[src/rtl/alu_cmd_serializer.sv]
// alu_cmd_serializer: turns one ALU command (operands, opcode, CRC) into a
// bit-serial frame of 11-bit packets: up to eight DATA packets carrying the
// operand bytes, then one CMD packet carrying the opcode and a CRC-4, then
// GAP_CYCLES idle-high cycles. All outputs come straight from flops so the
// serial line never glitches.
module alu_cmd_serializer #(
    parameter int GAP_CYCLES = 2
) (
    input  logic        clk,
    input  logic        rst_n,
    input  logic        req_valid,
    output logic        req_ready,
    input  logic [31:0] a,
    input  logic [31:0] b,
    input  logic [2:0]  op,
    input  logic [3:0]  n_data,
    input  logic        crc_flip,
    output logic        sin,
    output logic        busy,
    output logic        done
);

    typedef enum logic [2:0] {
        IDLE,
        LOAD,
        SEND_DATA,
        SEND_CTL,
        GAP
    } state_t;

    localparam int GW = (GAP_CYCLES > 1) ? $clog2(GAP_CYCLES) : 1;
    localparam logic [GW-1:0] GAP_LAST = GW'((GAP_CYCLES > 0) ? GAP_CYCLES - 1 : 0);
    localparam logic [3:0] STOP_BIT = 4'd10;

    // CRC-4, x^4+x+1, init 0, MSB first over the full 68-bit message
    function automatic logic [3:0] crc4(input logic [67:0] msg);
        logic [3:0] c;
        logic       fb;
        c = 4'h0;
        for (int i = 67; i >= 0; i--) begin
            fb = c[3] ^ msg[i];
            c  = {c[2:0], 1'b0} ^ {2'b00, fb, fb};
        end
        return c;
    endfunction

    state_t         state_q, state_d;
    logic [3:0]     bit_cnt_q, bit_cnt_d;
    logic [2:0]     pkt_cnt_q, pkt_cnt_d;
    logic [GW-1:0]  gap_cnt_q, gap_cnt_d;
    logic [31:0]    a_q, a_d;
    logic [31:0]    b_q, b_d;
    logic [2:0]     op_q, op_d;
    logic           crc_flip_q, crc_flip_d;
    logic [3:0]     n_eff_q, n_eff_d;
    logic [3:0]     crc_q, crc_d;
    logic           sin_q, sin_d;
    logic           req_ready_q, req_ready_d;
    logic           busy_q, busy_d;
    logic           done_q, done_d;
    logic           accept;
    logic [7:0]     payload;
    logic [2:0]     payload_idx;

    // Next-state logic: capture on accept, then walk bits, packets and gap
    always_comb begin
        state_d    = state_q;
        bit_cnt_d  = bit_cnt_q;
        pkt_cnt_d  = pkt_cnt_q;
        gap_cnt_d  = gap_cnt_q;
        a_d        = a_q;
        b_d        = b_q;
        op_d       = op_q;
        crc_flip_d = crc_flip_q;
        n_eff_d    = n_eff_q;
        crc_d      = crc_q;
        accept     = req_valid && req_ready_q;

        case (state_q)
            IDLE: begin
                if (accept) begin
                    state_d    = LOAD;
                    a_d        = a;
                    b_d        = b;
                    op_d       = op;
                    crc_flip_d = crc_flip;
                    n_eff_d    = (n_data > 4'd8) ? 4'd8 : n_data;
                    crc_d      = crc4({b, a, 1'b1, op});
                    bit_cnt_d  = 4'd0;
                    pkt_cnt_d  = 3'd0;
                    gap_cnt_d  = '0;
                end
            end
            LOAD: begin
                state_d   = (n_eff_q != 4'd0) ? SEND_DATA : SEND_CTL;
                bit_cnt_d = 4'd0;
                pkt_cnt_d = 3'd0;
            end
            SEND_DATA: begin
                if (bit_cnt_q == STOP_BIT) begin
                    bit_cnt_d = 4'd0;
                    if ({1'b0, pkt_cnt_q} == n_eff_q - 4'd1) begin
                        state_d   = SEND_CTL;
                        pkt_cnt_d = 3'd0;
                    end else begin
                        pkt_cnt_d = pkt_cnt_q + 3'd1;
                    end
                end else begin
                    bit_cnt_d = bit_cnt_q + 4'd1;
                end
            end
            SEND_CTL: begin
                if (bit_cnt_q == STOP_BIT) begin
                    bit_cnt_d = 4'd0;
                    gap_cnt_d = '0;
                    state_d   = (GAP_CYCLES == 0) ? IDLE : GAP;
                end else begin
                    bit_cnt_d = bit_cnt_q + 4'd1;
                end
            end
            GAP: begin
                if (gap_cnt_q == GAP_LAST) begin
                    state_d   = IDLE;
                    gap_cnt_d = '0;
                end else begin
                    gap_cnt_d = gap_cnt_q + 1'b1;
                end
            end
            default: begin
                state_d = IDLE;
            end
        endcase
    end

    // Output decode from next-state values so every output is a flop
    always_comb begin
        payload     = 8'h00;
        payload_idx = 3'(4'd9 - bit_cnt_d);
        sin_d       = 1'b1;

        if (state_d == SEND_CTL) begin
            payload = {1'b0, op_q, crc_q ^ {4{crc_flip_q}}};
        end else begin
            case (pkt_cnt_d)
                3'd0:    payload = b_q[31:24];
                3'd1:    payload = b_q[23:16];
                3'd2:    payload = b_q[15:8];
                3'd3:    payload = b_q[7:0];
                3'd4:    payload = a_q[31:24];
                3'd5:    payload = a_q[23:16];
                3'd6:    payload = a_q[15:8];
                default: payload = a_q[7:0];
            endcase
        end

        if (state_d == SEND_DATA || state_d == SEND_CTL) begin
            case (bit_cnt_d)
                4'd0:    sin_d = 1'b0;
                4'd1:    sin_d = (state_d == SEND_CTL);
                4'd10:   sin_d = 1'b1;
                default: sin_d = payload[payload_idx];
            endcase
        end

        busy_d      = (state_d != IDLE);
        req_ready_d = (state_d == IDLE);
        done_d      = ((GAP_CYCLES > 0) && state_d == GAP && gap_cnt_d == GAP_LAST) ||
                      ((GAP_CYCLES == 0) && state_d == SEND_CTL && bit_cnt_d == STOP_BIT);
    end

    // State, captured command and registered outputs; reset aborts any frame
    always_ff @(posedge clk or negedge rst_n) begin
        if (!rst_n) begin
            state_q     <= IDLE;
            bit_cnt_q   <= 4'd0;
            pkt_cnt_q   <= 3'd0;
            gap_cnt_q   <= '0;
            a_q         <= 32'h0;
            b_q         <= 32'h0;
            op_q        <= 3'd0;
            crc_flip_q  <= 1'b0;
            n_eff_q     <= 4'd0;
            crc_q       <= 4'h0;
            sin_q       <= 1'b1;
            req_ready_q <= 1'b0;
            busy_q      <= 1'b0;
            done_q      <= 1'b0;
        end else begin
            state_q     <= state_d;
            bit_cnt_q   <= bit_cnt_d;
            pkt_cnt_q   <= pkt_cnt_d;
            gap_cnt_q   <= gap_cnt_d;
            a_q         <= a_d;
            b_q         <= b_d;
            op_q        <= op_d;
            crc_flip_q  <= crc_flip_d;
            n_eff_q     <= n_eff_d;
            crc_q       <= crc_d;
            sin_q       <= sin_d;
            req_ready_q <= req_ready_d;
            busy_q      <= busy_d;
            done_q      <= done_d;
        end
    end

    assign req_ready = req_ready_q;
    assign sin       = sin_q;
    assign busy      = busy_q;
    assign done      = done_q;

endmodule

[config.mk]
export PLATFORM = sky130hd
export DESIGN_NAME = alu_cmd_serializer
export DESIGN_NICKNAME = d
export VERILOG_FILES = /design/src/rtl/alu_cmd_serializer.sv
export SDC_FILE = /design/constraint.sdc
export NUM_CORES = 1
export LEC_CHECK = 0
export ABC_AREA = 1
export ABC_CLOCK_PERIOD_IN_PS = 6230
export BUFFER_PORTS_ARGS = -buffer_cell sky130_fd_sc_hd__buf_2
export CORE_ASPECT_RATIO = 0.8
export CORE_MARGIN = 2
export CORE_UTILIZATION = 44
export DETAILED_ROUTE_END_ITERATION = 6
export GPL_ROUTABILITY_DRIVEN = 0
export SYNTH_ARGS = -nofsm -noshare
export SYNTH_HDL_FRONTEND = slang
export SYNTH_SLANG_ARGS = --single-unit
export TNS_END_PERCENT = 1
[constraint.sdc]
create_clock -name clk -period 6.23 [get_ports clk]
set_input_delay 0.623 -clock clk [delete_from_list [all_inputs] [get_ports clk]]
set_output_delay 0.623 -clock clk [all_outputs]
set_load 0.03 [all_outputs]
Word-level counts from Yosys, hierarchy flattened
Index checks and enable logic that the tools add are counted.

Equality and inequality tests: 17. Mux-type cells: 25. Reduce and logical (&&, ||, !) cells: 11. $add $sub $neg: 5. Magnitude comparators: 2. Bitwise operators: 134.

Operators by type and width (number): 4-bit by 2-bit bitwise XOR with 4-bit output (66); 1-bit bitwise XOR (64); 8-bit one-hot mux with 7 select lines (1); 3-bit two-way mux (8); 3-bit by 2-bit == test with 1-bit output (second input constant) (6); 3-bit == test (second input constant) (5); 3-bit one-hot mux with 5 select lines (1); 4-bit two-way mux (3); 4-bit one-hot mux with 3 select lines (1); 3-bit zero test (3); 3-bit one-hot mux with 3 select lines (1); 4-bit == test (second input constant) (2); 8-bit two-way mux (1); 3-bit by 1-bit == test with 1-bit output (second input constant) (2); 1-bit two-way mux (6); 1-bit one-hot mux with 3 select lines (2); 4-bit by 1-bit adder with 4-bit output (second input constant) (1); 3-bit by 4-bit == test with 1-bit output (1); 4-bit by 1-bit == test with 1-bit output (second input constant) (1); 4-bit > comparator (second input constant) (1); 4-bit zero test (1); 3-bit by 4-bit < comparator with 1-bit output (second input constant) (1); 4-bit nonzero test (1); 4-bit by 1-bit subtractor with 4-bit output (second input constant) (1); 13 further kinds (14).

Input bits: 75. Register bits after elaboration: 91. Output and inout port bits: 4.

Longest topological paths before layout
Depth in word-level cells: 132. Gate-level depth with buffers: 63.

Worst setup path after synthesis
No wires, ideal clock.

Kind: input-to-reg. Start: input port b[27]. End: register crc_q[0]. Arrival: 4.641 ns. Stages on the path: 56. Path buffers: 0. Required time: 6.113 ns. Setup time: 0.117 ns. Slack: 1.472 ns. Cells stage by stage: inv_1 nand2_1 nand3_1 nand3_1 nand2_2 nand2_1 nand2_1 nand2_1 nand2_1 nand2_1 nand2_1 nand3_1 nand2_2 nand3_1 nand2_2 inv_1 nand2_1 nand2_2 (+20 left out) nand2_2 inv_2 nand2_1 nand3_1 nand2_1 nand2_2 nand2_2 nand2_1 nand2_1 nand2_1 nand2_2 inv_2 nand2_2 nand3_2 nand2_1 nand2_1 nand3_1 nand2_1.

Cells in the longest elaborated chain, start to end: 86. Elaborated cells between the ends (all ways): 122.

RTL lines: from (decl) (RTL line 14) `input logic [31:0] b,`; 1-bit bitwise XOR * (RTL line 41) `fb = c[3] ^ msg[i];`; 4-bit by 2-bit bitwise XOR with 4-bit output * (3 in series) (RTL line 42) `c = {c[2:0], 1'b0} ^ {2'b00, fb, fb};`; 1-bit bitwise XOR (RTL line 41); 4-bit by 2-bit bitwise XOR with 4-bit output * (3 in series) (RTL line 42); 1-bit bitwise XOR (RTL line 41); 4-bit by 2-bit bitwise XOR with 4-bit output * (3 in series) (RTL line 42); 1-bit bitwise XOR (RTL line 41); 4-bit by 2-bit bitwise XOR with 4-bit output * (3 in series) (RTL line 42); (+56 left out); 1-bit bitwise XOR (RTL line 41); 4-bit by 2-bit bitwise XOR with 4-bit output * (3 in series) (RTL line 42); 1-bit bitwise XOR (RTL line 41); 4-bit by 2-bit bitwise XOR with 4-bit output * (3 in series) (RTL line 42); 1-bit NOT (no source line); 4-bit by 2-bit bitwise XOR with 4-bit output * (3 in series) (RTL line 42); 1-bit bitwise XOR * (RTL line 41); 4-bit by 2-bit bitwise XOR with 4-bit output * (RTL line 42); to (signal assigned) (RTL line 198) `crc_q <= crc_d;`; to (decl) (RTL line 56) `logic [3:0] crc_q, crc_d;`.

Mark *: on every way between the ends. The rest lies on a longest branch, timed or not. A chain may end at the register's enable or synchronous reset.

Final worst setup path
Start: input port b[31]. End: register crc_q[2].

Cells in the longest elaborated chain, start to end: 89. Elaborated cells between the ends (all ways): 129.

RTL lines (RTL line): 3-bit by 2-bit bitwise XOR with 3-bit output * (42); 4-bit by 2-bit bitwise XOR with 4-bit output * (42); 1-bit bitwise XOR (41); 4-bit by 2-bit bitwise XOR with 4-bit output * (3 in series) (42); 1-bit bitwise XOR (41); 4-bit by 2-bit bitwise XOR with 4-bit output * (3 in series) (42); 1-bit bitwise XOR (41); 4-bit by 2-bit bitwise XOR with 4-bit output * (3 in series) (42); (+60 left out); 1-bit bitwise XOR (41); 4-bit by 2-bit bitwise XOR with 4-bit output * (3 in series) (42); 1-bit bitwise XOR (41); 4-bit by 2-bit bitwise XOR with 4-bit output * (3 in series) (42); 1-bit bitwise XOR (41); 4-bit by 2-bit bitwise XOR with 4-bit output * (3 in series) (42); 1-bit bitwise XOR (41); 4-bit by 2-bit bitwise XOR with 4-bit output * (2 in series) (42).

Marks and branches as above.

==> summary.txt <==
Outcome
  – Status: complete, no violations

Synthesis
  – Main combinational cell family by area after synthesis: simple AND/OR/NAND/NOR gates
  – Ys Warns: 0
  – Synth Register Bits: 91
  – Mapped Area: 6900 sq um
  – XOR/XNOR share of the synthesized area: 0.0140
  – Top FF cell, synth: dfrtp_1
  – Synth Area in Compound Gates: 0.0971
  – Async S/R FF share, synth: 1.00
  – Syn_area_per_cell: 6.28 sq um
  – Seq/Total Area, Yosys: 0.330
  – Mux contribution to synthesized area: 0.00290
  – Net Count, Synth: 1177
  – Post-Synth Simple-Gate Area: 0.458
  – Unique masters post-synth: 38
  – Adder-cell share of the synthesized area: 0.00726
  – Post-synth EDFFs: 0
  – Cells after Synth: 1098

Routing
  – DR DRC count: 0
  – Remaining antenna violation count after routing: 0
  – DRT iter0 DRCs: 476
  – Vias per inst: 4.82
  – DR WL/cell: 12.5 um
  – Iteration count of the initial detailed-routing pass: 5
  – Detailed Route WL: 17300 um
  – Via Count: 6691

CTS
  – Clock transition at path regs: 0.06 ns
  – Clock root buffer: clkbuf_16
  – Clk sinks: 91
  – CTS H-Tree Depth: 3
  – Worst-Skew Late Latency: 0.35 ns
  – CTS Buf Count: 9
  – Clk buf depth: 2
  – Setup Fix Bufs, Post-CTS: 0
  – CTS tree: built

Job
  – Max Cap Violations: 0

Layout
  – Fill count: 1605
  – Layout cell share with drive strength beyond 1: 0.170
  – Net count, final: 1253
  – Post-Layout Cell Count: 1389
  – Design area: 7850 sq um
  – N_diodes: 0
  – Layout area overhead: 13.8%

Timing
  – Final Max Tran Viols: 0
  – Setup ws final: 0.902 ns
  – Max-slew headroom: 0.439
  – Final setup fails: 0
  – Minimum clock period: 5.33 ns
  – RSZ-0062 raised after global routing: false
  – Slew @ Worst Pin: 0.841 ns
  – Fin crit share: 0.855
  – Max frequency: 0.188 GHz
  – Final Skew: 0.00611 ns
  – Final Hold Fails: 0
  – Total Neg Setup Slack: 0 ns

Power and ir drop
  – Cell Pwr Density: 617 nW/um^2
  – IR drop worst, VDD: 0.000547 V
  – Leakage: 4.50 nW
  – Power Total: 4.85 mW

Worst setup path
  – Crit-path most repeated cell: nand2_1
  – Max incr delay on CP: 0.16 ns
  – CP endpoint kind: flip-flop
  – Top delay family on crit path: simple AND/OR/NAND/NOR gates
  – CP Buf/Inv Count: 5
  – Crit path kind: in2reg
  – Crit path required time: 6.45 ns
  – Startpoint types: input port
  – CP max stage cell: nand2_1
  – CP Max Fanout: 6
  – WP data arrival: 5.55 ns

Die
  – Die Y: 116 um
  – Core area: 15200 sq um
  – I/O pins: 79
  – Starting Density: 0.455
  – Die Wd: 144 um
  – Die ar.: 16700 sq um
  – Row count: 40

Placement
  – Placed Cells: 1373
  – Worst slack at placement: 0.563 ns
  – Port bufs: 78
  – Post-DP Area: 7510 sq um
  – Post-detail-place hpwl: 14000 um

Hold path
  – Hold Crit Class: in2async

Global routing
  – Global-route wire length before repair: 28900 um
  – Initial antenna violation count: 0
  – Total track usage: 0.217
  – Vias in the first global route: 6101
  – Largest net degree at the start of global routing: 70
  – Gr ovfl total: 0
[cell type report]
type / instances / area (sq um) / share of cell area
clock buffer: 11 / 243 / 0.0309
inverter: 149 / 561 / 0.0714
timing repair buffer: 81 / 415 / 0.0529
clock inverter: 5 / 85.1 / 0.0108
sequential: 91 / 2280 / 0.290
multi-input combinational: 842 / 4010 / 0.510
tap: 210 / 263 / 0.0335
[layout by cell type, fill, tap and decap left out, drive strengths merged, types with 3 or more instances in the layout]
| cell type | n |
|---|---|
| a21oi | 18 |
| ha | 4 |
| o211ai | 5 |
| a211oi | 4 |
| xor2 | 6 |
| inv | 147 |
| a22o | 3 |
| xnor2 | 5 |
| nor3 | 8 |
| clkbuf | 11 |
| nor2 | 34 |
| dfrtp | 90 |
| o21ai | 73 |
| nand4 | 8 |
| buf | 81 |
| clkinv | 4 |
| a221oi | 7 |
| nand2 | 485 |
| nand3 | 168 |
[per-stage QoR]
stage / hold WS [ns] / util
after floorplan: 0.327 / -
after global placement: 0.455 / 0.496
after detailed placement: 0.463 / 0.496
after CTS: 0.183 / 0.517
after global routing: 0.194 / 0.518
final: 0.174 / 0.518
[registers in the layout, indices dropped and copies added (netlist names), 3 cells and up]
register,count
a_q,32
b_q,32
bit_cnt_q,4
crc_q,4
n_eff_q,4
op_q,3
pkt_cnt_q,3
state_q,3
[path summary, 6_finish.rpt]
path                       cells past startpoint  slack, ns    endpoint  startpoint
min in group clk                               2       0.48     a_q[13]     a_q[13]
setup reg to reg                              21       2.26         sin  n_eff_q[0]
hold reg to reg                                2       0.48     a_q[13]     a_q[13]
max in group asynchronous                      2       4.90      a_q[9]       rst_n
hold / removal                                 1       0.17  n_eff_q[1]       rst_n
setup / recovery                              57       0.90    crc_q[2]       b[31]
[Yosys cell counts, drive strengths merged (3+ instances only)]
master,number,area [sq um]
dfrtp,90,2250
inv,147,552
ha,4,50.1
nand4,8,50.1
a221oi,7,61.3
o211ai,5,37.5
a22o,3,26.3
nor3,8,40.0
nor2,34,133
nand2,485,2000
a21oi,18,90.1
xor2,6,52.6
o21ai,73,365
nand3,168,901
clkbuf,13,48.8
buf,3,12.5
xnor2,5,43.8
a211oi,4,30.0
[metal layers]
layer	track usage	wire, um	up-vias
met5	0	0	-
met4	0.0451	204	0
met3	0.0360	580	17
met2	0.325	7050	107
met1	0.330	9500	2898
li1	-	-	3669
[power by group]
| part | leakage, nW | switching [mW] | internal (mW) |
|---|---|---|---|
| combinational | 3.14 | 2.48 | 1.19 |
| sequential | 1.20 | 0 | 0.591 |
| clock | 0.156 | 0.228 | 0.365 |
| total | 4.50 | 2.71 | 2.14 |
[what timing repair did]
item,4_1_cts,5_1_grt
hold buffers,0,0
endpoints found under the setup margin,0,3
gates resized for setup,0,3
[cell families (layout without fill, tap and decap cells)]
family	after synthesis	after routing
compound gates	117	117
xor+xnor	11	11
fa+ha+maj	4	4
buf+inv	165	246
flops	91	91
mux	2	2
simple gates	708	708
Note: power is estimated with default switching activity, not from simulation.
